File: config.mk
export PLATFORM = sky130hd
export DESIGN_NAME = traffic_light_ped_ctrl
export DESIGN_NICKNAME = d
export VERILOG_FILES = /design/src/rtl/traffic_light_ped_ctrl.sv
export SDC_FILE = /design/constraint.sdc
export NUM_CORES = 1
export LEC_CHECK = 0
export ABC_AREA = 1
export ABC_CLOCK_PERIOD_IN_PS = 1350
export CORE_ASPECT_RATIO = 0.8
export CORE_MARGIN = 2
export CORE_UTILIZATION = 40
export CTS_CLUSTER_SIZE = 25
export DETAILED_ROUTE_END_ITERATION = 10
export PLACE_DENSITY = 0.69
export SLEW_MARGIN = 20
export SYNTH_ARGS = -nofsm -noshare
export SYNTH_HDL_FRONTEND = slang
export SYNTH_SLANG_ARGS = --single-unit
File: constraint.sdc
create_clock -name clk -period 1.35 [get_ports clk]
set_input_delay 0.2025 -clock clk [delete_from_list [all_inputs] [get_ports clk]]
set_output_delay 0.2025 -clock clk [all_outputs]
set_load 0.1 [all_outputs]
File: src/rtl/traffic_light_ped_ctrl.sv
// traffic_light_ped_ctrl
//   Two-way intersection controller with pedestrian walk service, early
//   green termination bounded by a minimum green, and a night flashing mode
//   that is entered and left only through an all-red interval.
//
// Ports
//   clk         system clock, all state changes on the rising edge
//   rst         synchronous active-high reset
//   ped_ns_req  NS crosswalk button (level or pulse)
//   ped_ew_req  EW crosswalk button (level or pulse)
//   night       level, requests night flashing mode
//   ns, ew      vehicle heads, one-hot {red, yellow, green}
//   p_ns, p_ew  pedestrian heads, one-hot {dont_walk, flash_dont_walk, walk},
//               000 = dark
//   pend_ns/ew  walk request latched and not yet serviced
module traffic_light_ped_ctrl #(
  parameter int GREEN_T    = 20,
  parameter int MIN_GREEN  = 6,
  parameter int YELLOW_T   = 4,
  parameter int ALLRED_T   = 2,
  parameter int WALK_T     = 8,
  parameter int FLASH_HALF = 4,
  parameter int CNT_W      = 8
) (
  input  logic       clk,
  input  logic       rst,
  input  logic       ped_ns_req,
  input  logic       ped_ew_req,
  input  logic       night,
  output logic [2:0] ns,
  output logic [2:0] ew,
  output logic [2:0] p_ns,
  output logic [2:0] p_ew,
  output logic       pend_ns,
  output logic       pend_ew
);

  typedef enum logic [2:0] {
    S_NS_G, S_NS_Y, S_AR1, S_EW_G, S_EW_Y, S_AR2, S_FLASH
  } state_t;

  localparam logic [CNT_W-1:0] GREEN_LAST  = CNT_W'(GREEN_T - 1);
  localparam logic [CNT_W-1:0] MIN_LAST    = CNT_W'(MIN_GREEN - 1);
  localparam logic [CNT_W-1:0] YELLOW_LAST = CNT_W'(YELLOW_T - 1);
  localparam logic [CNT_W-1:0] ALLRED_LAST = CNT_W'(ALLRED_T - 1);
  localparam logic [CNT_W-1:0] FLASH_LAST  = CNT_W'(FLASH_HALF - 1);
  localparam logic [CNT_W-1:0] WALK_LEN    = CNT_W'(WALK_T);

  state_t           state_q;
  logic [CNT_W-1:0] timer_q;
  logic             pend_ns_q, pend_ew_q;
  logic             walk_ns_q, walk_ew_q;
  logic             blink_q;

  always_ff @(posedge clk) begin
    if (rst) begin
      state_q   <= S_AR2;
      timer_q   <= '0;
      pend_ns_q <= 1'b0;
      pend_ew_q <= 1'b0;
      walk_ns_q <= 1'b0;
      walk_ew_q <= 1'b0;
      blink_q   <= 1'b0;
    end else begin
      timer_q <= timer_q + 1'b1;

      // Requests latch every edge except while flashing; the case below
      // overrides these on green entry and on FLASH entry.
      if (state_q == S_FLASH) begin
        pend_ns_q <= 1'b0;
        pend_ew_q <= 1'b0;
      end else begin
        pend_ns_q <= pend_ns_q | ped_ns_req;
        pend_ew_q <= pend_ew_q | ped_ew_req;
      end

      case (state_q)
        S_NS_G: begin
          // Early cut as soon as the cross street wants service (or night
          // is requested) and the minimum green has elapsed.
          if (timer_q == GREEN_LAST ||
              ((pend_ew_q | night) && timer_q >= MIN_LAST)) begin
            state_q   <= S_NS_Y;
            timer_q   <= '0;
            walk_ns_q <= 1'b0;
          end
        end
        S_NS_Y: begin
          if (timer_q == YELLOW_LAST) begin
            state_q <= S_AR1;
            timer_q <= '0;
          end
        end
        S_AR1: begin
          if (timer_q == ALLRED_LAST) begin
            timer_q <= '0;
            if (night) begin
              state_q   <= S_FLASH;
              blink_q   <= 1'b1;
              pend_ns_q <= 1'b0;
              pend_ew_q <= 1'b0;
            end else begin
              // A press on this very edge is serviced by this green.
              state_q   <= S_EW_G;
              walk_ew_q <= pend_ew_q | ped_ew_req;
              pend_ew_q <= 1'b0;
            end
          end
        end
        S_EW_G: begin
          if (timer_q == GREEN_LAST ||
              ((pend_ns_q | night) && timer_q >= MIN_LAST)) begin
            state_q   <= S_EW_Y;
            timer_q   <= '0;
            walk_ew_q <= 1'b0;
          end
        end
        S_EW_Y: begin
          if (timer_q == YELLOW_LAST) begin
            state_q <= S_AR2;
            timer_q <= '0;
          end
        end
        S_AR2: begin
          if (timer_q == ALLRED_LAST) begin
            timer_q <= '0;
            if (night) begin
              state_q   <= S_FLASH;
              blink_q   <= 1'b1;
              pend_ns_q <= 1'b0;
              pend_ew_q <= 1'b0;
            end else begin
              state_q   <= S_NS_G;
              walk_ns_q <= pend_ns_q | ped_ns_req;
              pend_ns_q <= 1'b0;
            end
          end
        end
        S_FLASH: begin
          if (!night) begin
            state_q <= S_AR2;
            timer_q <= '0;
          end else if (timer_q == FLASH_LAST) begin
            timer_q <= '0;
            blink_q <= ~blink_q;
          end
        end
        default: begin
          state_q <= S_AR2;
          timer_q <= '0;
        end
      endcase
    end
  end

  // Moore decode of the registered state.
  always_comb begin
    ns   = 3'b100;
    ew   = 3'b100;
    p_ns = 3'b100;
    p_ew = 3'b100;
    case (state_q)
      S_NS_G: begin
        ns = 3'b001;
        if (walk_ns_q) p_ns = (timer_q < WALK_LEN) ? 3'b001 : 3'b010;
      end
      S_NS_Y: ns = 3'b010;
      S_EW_G: begin
        ew = 3'b001;
        if (walk_ew_q) p_ew = (timer_q < WALK_LEN) ? 3'b001 : 3'b010;
      end
      S_EW_Y: ew = 3'b010;
      S_FLASH: begin
        ns   = blink_q ? 3'b010 : 3'b000;
        ew   = blink_q ? 3'b100 : 3'b000;
        p_ns = 3'b000;
        p_ew = 3'b000;
      end
      default: ;
    endcase
  end

  assign pend_ns = pend_ns_q;
  assign pend_ew = pend_ew_q;

endmodule

==> results_dict.tcl, run 1 <==
set metrics [dict create \
    ys.warnings.count 0 \
    clock_skew_ps 7.98 \
    gp_congestion 0.883 \
    ant_nets 0 \
    nets 244 \
    fp.dieW_um 61.5 \
    ys_seq_area_share_pct 30.3 \
    whs_endpoint "timer_q[0]$_SDFF_PP0_" \
    ys_ff_latch 16 \
    syn_area_per_cell_um2 6.45 \
    finalCritPeriodShare_pct 132 \
    cts-root-buf "clkbuf_4" \
    cts.hold.buffers_added 0 \
    synth.distinct_cells 25 \
    slew-limit-headroom_pct 71.4 \
    fin_tns_setup_ps -7950 \
    core_um2 2480 \
    violations "negative setup slack" \
    wl_per_cell_um 22.0 \
    power_density_nw_per_um2 1840 \
    syn_to_final_growth_pct 123 \
    synth-compound-area-share_pct 13.7 \
    max-clock-path-buffers 2 \
    cts_tree "yes" \
    placed_area_um2 1800 \
    synthSimpleGateAreaFrac_pct 38.4 \
    start_util_pct 42.6 \
    hpwlAfterDp_mm 2.49 \
    grt_overflow 0 \
    finalWorstSetupSlack_ps -426 \
    die_area_um2 3080 \
    dieHeight_um 50.0 \
    max_freq_mhz 563 \
    p_leak_nw 1.00 \
    cp.arrival_ps 2030 \
    finalSetupViolations 27 \
    first_iter_violations 120 \
    start_kind "register" \
    cts_buffers 3 \
    period_minus_slack_ps 1780 \
    finalHoldViolations 0 \
    grt_usage_pct 27.8 \
    vdd_drop_max_mv 1.77 \
    io_buffers 18 \
    num_rows 16 \
    rsz0062_at_grt "true" \
    grt_pass1_wl_mm 6.25 \
    antenna_found_initial 0 \
    clk_latency_ps 320 \
    hp-start "timer_q[0]$_SDFF_PP0_" \
    fin_area_um2 2360 \
    hp-class "register to register" \
    ioPinCount 19 \
    reg2reg_slack_ps -430 \
    antenna_cells 0 \
    grt_pass1_vias 1375 \
    vias_per_cell 6.13 \
    synth_top_family_by_area "simple AND/OR/NAND/NOR gates" \
    hold-path-cell-count 1 \
    grt_max_degree 10 \
    wl_mm 5.96 \
    synth_nets 172 \
    syn_inst 164 \
    synth_fa_ha_area_share_pct 3.55 \
    cts.sinks 16 \
    muxShareOfSynthArea_pct 0 \
    vias 1661 \
    ctsHtreeMaxLevel 1 \
    crit_path_end_kind "register" \
    cp.required_ps 1600 \
    layout-drive-gt1-share_pct 67.7 \
    criticalPathCategory "register to register" \
    drc_errors 0 \
    worstPathMaxFanout 4 \
    drv_cap 0 \
    synth_xor_xnor_area_share_pct 4.96 \
    slew_viol_final 0 \
    ff2ff_path_depth 7 \
    r2r_start "timer_q[2]$_SDFF_PP0_" \
    worstReg2RegEnd "timer_q[7]$_SDFF_PP0_" \
    drt_first_pass_iters 4 \
    dp_slack_ps -279 \
    worst_slew_pin_slew_ps 425 \
    status "finished, violations left" \
    synth_area_um2 1060 \
    clk_pin_slew_ps 110 \
]
==> repair_timing <==
action / 4_1_cts / 5_1_grt
setup buffers: 13 / 7
pin swaps: 24 / 33
resized for setup: 44 / 62
setup endpoints to repair: 27 / 28
==> metal layers <==
layer	share of wire, %	track usage, %
met5	0	0
met4	8.8	12.4
met3	12	4.20
met2	45	47.2
met1	34	33.6
==> power breakdown <==
part | switching, mW | internal (mW) | leakage (nW)
sequential | 0.193 | 0.594 | 0.136
combinational | 1.95 | 1.25 | 0.843
clock | 0.199 | 0.165 | 0.0210
==> registers in the layout (all words and copies together) (netlist names) <==
register   flops
pend_ns        1
walk_ew_q      1
pend_ew        1
timer_q        8
blink_q        1
state_q        3
walk_ns_q      1
==> cell usage in the layout, fill, tap and decap left out, types with 3 or more instances in the layout <==
cell / n
nor2_2: 6
nand2_1: 15
nand2_2: 10
dfxtp_1: 5
inv_1: 7
buf_12: 14
nor2_1: 19
nand3_1: 6
xor2_1: 4
a21oi_2: 4
buf_4: 36
ha_4: 3
dfxtp_2: 3
dfxtp_4: 8
nand3_4: 4
clkinvlp_4: 3
a21oi_4: 3
buf_6: 16
nor2_4: 12
clkbuf_4: 3
o21bai_4: 3
nand2_4: 8
clkdlybuf4s50_1: 4
o21ai_0: 5
o21ai_2: 4
inv_4: 4
inv_2: 4
==> cell type report <==
cell class | count | area [um2]
Fill cell | 64 | 119
Timing Repair Buffer | 70 | 771
Clock buffer | 4 | 36.3
Multi-Input combinational cell | 125 | 1050
Sequential cell | 16 | 354
Tap cell | 36 | 45.0
Inverter | 20 | 109
==> cell families (layout without fill, tap and decap cells) <==
group / after synthesis / after routing
adder cells (fa/ha/maj): 3 / 3
AND/OR/NAND/NOR: 92 / 92
AO/OA/AOI/OAI: 24 / 24
buffers and inverters: 23 / 94
XOR/XNOR: 6 / 6
flip-flops: 16 / 16
==> Yosys cell counts <==
cell | number | area [um2]
nand3_1 | 12 | 60.1
inv_1 | 19 | 71.3
ha_1 | 3 | 37.5
xnor2_1 | 2 | 17.5
nand4_1 | 2 | 12.5
nor4_1 | 1 | 6.26
nand3b_2 | 1 | 11.3
buf_2 | 2 | 10.0
o21ai_0 | 10 | 50.1
dfxtp_1 | 16 | 320
o21bai_4 | 1 | 18.8
or2_2 | 1 | 6.26
a21oi_1 | 9 | 45.0
buf_6 | 1 | 11.3
nor2_2 | 1 | 6.26
nor3_1 | 3 | 15.0
o21ai_1 | 1 | 5.00
nand2_2 | 3 | 18.8
nor2_1 | 34 | 128
nand2_1 | 32 | 120
xor2_1 | 4 | 35.0
nor2_4 | 2 | 22.5
o2111a_1 | 1 | 11.3
inv_2 | 1 | 3.75
o21bai_1 | 2 | 15.0
==> through the flow <==
stage	total power, mW	hold WS (ps)	utilization, %	cells
2_1_floorplan	2.23	271	-	164
3_3_place_gp	2.95	436	72.4	247
3_5_place_dp	3.00	444	72.4	247
4_1_cts	3.64	502	83.7	264
5_1_grt	4.45	503	95.2	271
6_report	4.35	498	95.2	271
==> worst max-delay path by stage <==
stage	to	cells after the start	startpoint	slack (ps)
detailed placement	timer_q[6]$_SDFF_PP0_	7	night	-280
floorplan	p_ew[2]	4	state_q[1]$_SDFFE_PP0P_	-610
CTS	p_ns[0]	6	state_q[1]$_SDFFE_PP0P_	-250
finish	timer_q[7]$_SDFF_PP0_	7	timer_q[2]$_SDFF_PP0_	-430
global placement	timer_q[7]$_SDFF_PP0_	7	night	-180
global route	timer_q[7]$_SDFF_PP0_	7	timer_q[2]$_SDFF_PP0_	-550
==> worst max-delay path: stages (launching register included) <==
cell and delay [ps]:
dfxtp_1 370, inv_1 120, nor3_1 400, nand3_1 220, nor2_1 240, nand2_1 100, xor2_1 150, nor2_1 110
Note: power is estimated with default switching activity, not from simulation.
==> inputs of run 2 (changes only) <==
Settings changed: CELL_PAD_IN_SITES_DETAIL_PLACEMENT from default to 0, CELL_PAD_IN_SITES_GLOBAL_PLACEMENT from default to 1, CORE_UTILIZATION 40 to 32, PLACE_DENSITY 0.69 to 0.77.
==> run 2 against run 1 <==
  * The run still ends with negative setup slack left
  * Global-route usage fell by 5.3 points
  * Fmax rose by 13%
  * Non-clock buffer count fell by 3
  * Clock skew fell by 3.2 ps
  * Worst setup slack improved by 200 ps
  * Sequential cell count did not move
  * Power fell by 5.1%
  * Critical path type is now register to output port
  * Largest power group unchanged
==> results_dict.tcl, run 2 (same netlist as run 1, synthesis figures left out) <==
set metrics [dict create \
    status "finished, violations left" \
    violations "negative setup slack" \
    io_buffers 18 \
    wl_mm 4.09 \
    grt_pass1_wl_mm 6.47 \
    wl_met1_mm 1.64 \
    slew-limit-headroom_pct 72.6 \
    dieHeight_um 55.4 \
    ctsHtreeMaxLevel 1 \
    first_iter_violations 66 \
    grt_overflow 0 \
    gp_congestion 0.858 \
    power_density_nw_per_um2 1790 \
    crit_path_end_kind "output port" \
    ioPinCount 19 \
    num_rows 18 \
    vias_per_cell 4.97 \
    cts.sinks 16 \
    dp_slack_ps -235 \
    worstPathMaxFanout 5 \
    fp.dieW_um 68.3 \
    layout-drive-gt1-share_pct 61.2 \
    nets 241 \
    antenna_found_initial 0 \
    layout_common_cells "buf_4 (34), nor2_1 (23), nand2_1 (20)" \
    rsz0062_at_grt "true" \
    clk_latency_ps 250 \
    start_util_pct 33.8 \
    drc_errors 0 \
    cts_buffers 3 \
    vias 1353 \
    finalHoldViolations 0 \
    grt_pass1_vias 1344 \
    period_minus_slack_ps 1580 \
    post_layout_nonfiller_instances 272 \
    largest-register "timer_q" \
    criticalPathCategory "register to output port" \
    routed.top_layer "met4" \
    grt_max_degree 10 \
    cts-root-buf "clkbuf_8" \
    die_area_um2 3790 \
    wl_met3_um 216 \
    grt_usage_pct 22.5 \
    cp.arrival_ps 1370 \
    finalSetupViolations 25 \
    antenna_cells 0 \
    worst_slew_pin_slew_ps 407 \
    final_common_cell "buf_4" \
    drt_first_pass_iters 4 \
    clock_skew_ps 4.81 \
    finalWorstSetupSlack_ps -227 \
    wl_per_cell_um 15.0 \
    drv_cap 0 \
    clk_pin_slew_ps 60 \
    max_freq_mhz 634 \
    core_um2 3130 \
    largestRegisters "timer_q (8), state_q (3)" \
    max-clock-path-buffers 2 \
    reg2reg_slack_ps -190 \
    slew_viol_final 0 \
    p_leak_nw 0.996 \
    ant_nets 0 \
    dp.cells 254 \
    vdd_drop_max_mv 1.42 \
    hp-class "register to register" \
    syn_to_final_growth_pct 118 \
    power.total_mw 4.13 \
    cp.required_ps 1150 \
    finalCritPeriodShare_pct 117 \
    dr_wl_met2_mm 2.15 \
    start_kind "register" \
    cts_tree "yes" \
    largest_reg_flops 8 \
    hpwlAfterDp_mm 2.72 \
]
## run 2: power breakdown
part | internal (mW) | switching, mW | leakage (nW) | total [mW]
combinational | 1.25 | 1.72 | 0.837 | 2.98
sequential | 0.597 | 0.168 | 0.136 | 0.766
clock | 0.209 | 0.174 | 0.0228 | 0.384
total | 2.06 | 2.07 | 0.996 | 4.13
## run 2: worst max-delay path, cell delays in order, from the launching register on
cell	delay (ps)
dfxtp_4	380
nor2_4	160
nand2_4	80
clkinvlp_4	140
nand2_4	80
nor2_4	100
buf_12	180
## run 2: area by class of cell
class | instances | area, um2
tap | 40 | 50.0
clock buffer | 4 | 45.0
inverter | 20 | 106
fill | 207 | 823
timing repair buffer | 67 | 744
sequential | 16 | 350
multi-input combinational | 125 | 1010
## run 2: through the flow
step	hold slack (ps)	setup TNS (ps)	util, %	instance area (um2)
4_1_cts	507	-3440	71.3	2230
2_1_floorplan	271	-4760	-	1220
3_5_place_dp	449	-2880	58.3	1830
3_3_place_gp	435	-2080	58.3	1830
5_1_grt	512	-5750	73.7	2310
6_report	500	-4130	73.7	2310
## run 2: timing repair
action	CTS	global route
hold buffers	0	0
buffers inserted	12	2
setup endpoints to repair	27	28
pin swaps	27	7
gates resized for setup	71	17
## run 2: path summary, 6_finish.rpt
kind / from / to / depth (start not counted)
max: state_q[1]$_SDFFE_PP0P_ / p_ns[0] / 6
min: timer_q[0]$_SDFF_PP0_ / timer_q[0]$_SDFF_PP0_ / 1
max reg2reg: timer_q[1]$_SDFF_PP0_ / timer_q[4]$_SDFF_PP0_ / 9
min reg2reg: timer_q[0]$_SDFF_PP0_ / timer_q[0]$_SDFF_PP0_ / 1
## run 2: metal layers
layer  vias to the layer above  GRT usage (%)
met2                        46           38.8
li1                        667              -
met5                         -              0
met1                       628           28.2
met3                        12           4.68
met4                         0           4.86
==> inputs of run 3 (changes only) <==
Settings changed: CORE_UTILIZATION 32 to 34, CTS_BUF_LIST from default to sky130_fd_sc_hd__clkbuf_2, PLACE_DENSITY 0.77 to 0.81.
==> run 3 against run 2 <==
  * The flow still finishes with violations (negative setup slack)
  * Clock power decreased by 36%
  * Die area fell by 5.5%
  * Clock skew shrank 0.58 ps
  * Power fell by 6.6%
  * Sequential power barely moved
  * Critical endpoint is now ew[2]
  * Largest power group unchanged
==> results_dict.tcl, run 3 (same netlist as run 1, synthesis figures left out) <==
set metrics [dict create \
    clk_latency_ps 330 \
    violations "negative setup slack" \
    cp-startpoint "state_q[2]$_SDFFE_PP1P_" \
    antenna_cells 0 \
    clk_pin_slew_ps 170 \
    cp.arrival_ps 1490 \
    antenna_found_initial 0 \
    layout_common_cells "buf_4 (37), nor2_1 (22), nand2_1 (19)" \
    vdd_drop_max_mv 1.42 \
    cp_slowest_cell "dfxtp_4" \
    status "finished, violations left" \
    slew-limit-headroom_pct 79.2 \
    criticalPathCategory "register to output port" \
    finalCritPeriodShare_pct 126 \
    max_freq_mhz 590 \
    dieHeight_um 53.9 \
    rsz0062_at_grt "true" \
    grt_overflow 0 \
    clock_skew_ps 4.23 \
    first_iter_violations 56 \
    cts.sinks 16 \
    dp_slack_ps -208 \
    hpwlAfterDp_mm 2.52 \
    combPwrFrac_pct 73.8 \
    hp-start "ped_ns_req" \
    slew_viol_final 0 \
    dp.cells 254 \
    power_density_nw_per_um2 1700 \
    die_area_um2 3580 \
    wl_mm 4.02 \
    vias_per_cell 5.06 \
    layout-drive-gt1-share_pct 61.8 \
    switchingPower_mw 2.01 \
    r2r_start "state_q[1]$_SDFFE_PP0P_" \
    finalHoldViolations 0 \
    grt_pass1_vias 1408 \
    core_um2 3020 \
    largestRegisters "timer_q (8), state_q (3)" \
    period_minus_slack_ps 1700 \
    largest_reg_flops 8 \
    finalSetupViolations 26 \
    grt_usage_pct 24.6 \
    worst_slew_pin_slew_ps 309 \
    p_clk_share_pct 6.3 \
    critical_path.max_stage_delay_ps 410 \
    fp.dieW_um 66.4 \
    ant_nets 0 \
    final_common_cell "buf_4" \
    crit_path_end_kind "output port" \
    io_buffers 18 \
    cts-root-buf "clkbuf_2" \
    start_util_pct 35.1 \
    drt_first_pass_iters 4 \
    hp-class "input port to register" \
    gp_congestion 0.861 \
    start_kind "register" \
    p_leak_nw 0.972 \
    syn_to_final_growth_pct 114 \
    p_seq_share_pct 19.9 \
    swShare_pct 52.2 \
    grt_max_degree 10 \
    vias 1381 \
    largest-register "timer_q" \
    nets 242 \
    drv_cap 0 \
    cts_tree "yes" \
    num_rows 18 \
    worstPathMaxFanout 6 \
    path_cells "inv_8 -> nand3_4 -> clkinvlp_4 -> buf_6 -> o21ai_4 -> buf_12" \
    drc_errors 0 \
    cts_buffers 3 \
    grt_pass1_wl_mm 6.50 \
    wl_per_cell_um 14.7 \
    cp.required_ps 1150 \
    internal-power_mw 1.84 \
    finalWorstSetupSlack_ps -346 \
    ioPinCount 19 \
    max-clock-path-buffers 2 \
    post_layout_nonfiller_instances 273 \
    ctsHtreeMaxLevel 1 \
]
## run 3: cell types whose count changed in the layout (fill, tap and decap cells not counted), moves of 2 or more
| cell | previous run | this run |
|---|---|---|
| buf_4 | 34 | 37 |
| buf_6 | 15 | 13 |
| clkbuf_2 | 0 | 3 |
| clkbuf_8 | 3 | 0 |
| inv_4 | 5 | 2 |
| nand3_2 | 0 | 3 |
| nand3_4 | 6 | 3 |
| nor2_2 | 1 | 3 |
## run 3: layout make-up
type / instances / area [um2]
Multi-Input combinational cell: 125 / 1000
Fill cell: 198 / 752
Timing Repair Buffer: 68 / 744
Sequential cell: 16 / 349
Inverter: 20 / 104
Tap cell: 40 / 50.0
Clock buffer: 3 / 15.0
Clock inverter: 1 / 3.75
## run 3: path summary, 6_finish.rpt
path / end / slack [ps] / cells after the start
max: ew[2] / -350 / 6
min: pend_ns$_SDFF_PP0_ / 510 / 3
max reg2reg: timer_q[1]$_SDFF_PP0_ / -260 / 10
min reg2reg: timer_q[0]$_SDFF_PP0_ / 510 / 1
## run 3: routing by layer
layer	part of all wire (%)	wire (um)	track usage (%)	vias up
met1	41	1660	28.9	647
li1	-	-	-	666
met4	2.1	84	9.18	0
met3	5.7	230	5.23	10
met2	51	2050	44.7	58
met5	0	0	0	-
## run 3: power groups by stage
stage	clock network (mW)	registers [mW]	logic, mW
floorplan	0	0.753	1.48
global placement	0	0.723	2.25
detailed placement	0	0.727	2.28
CTS	0.240	0.760	2.64
global route	0.266	0.779	3.02
finish	0.244	0.767	2.84
## run 3: critical path, delay by kind of cell, from the launching register on
family | cells | cell delay (ps)
AO/OA/AOI/OAI | 1 | 150
AND/OR/NAND/NOR | 1 | 90
buffers and inverters | 4 | 510
flip-flops | 1 | 410
## run 3: repair_timing
action	4_1_cts	5_1_grt
resized for setup	59	24
setup endpoints to repair	28	28
hold buffers	0	0
endpoints found under the hold margin	0	0
buffers inserted	15	3
pin swaps	29	10
## run 3: per-stage QoR
stage	cell area, um2	TNS [ps]	utilization [%]	hold slack (ps)	power (mW)
6_report	2270	-5890	75.1	510	3.85
5_1_grt	2270	-7440	75.1	532	4.07
4_1_cts	2170	-4590	71.8	515	3.64
3_5_place_dp	1830	-2430	60.5	448	3.00
3_3_place_gp	1830	-2080	60.5	436	2.97
2_1_floorplan	1220	-4760	-	271	2.23
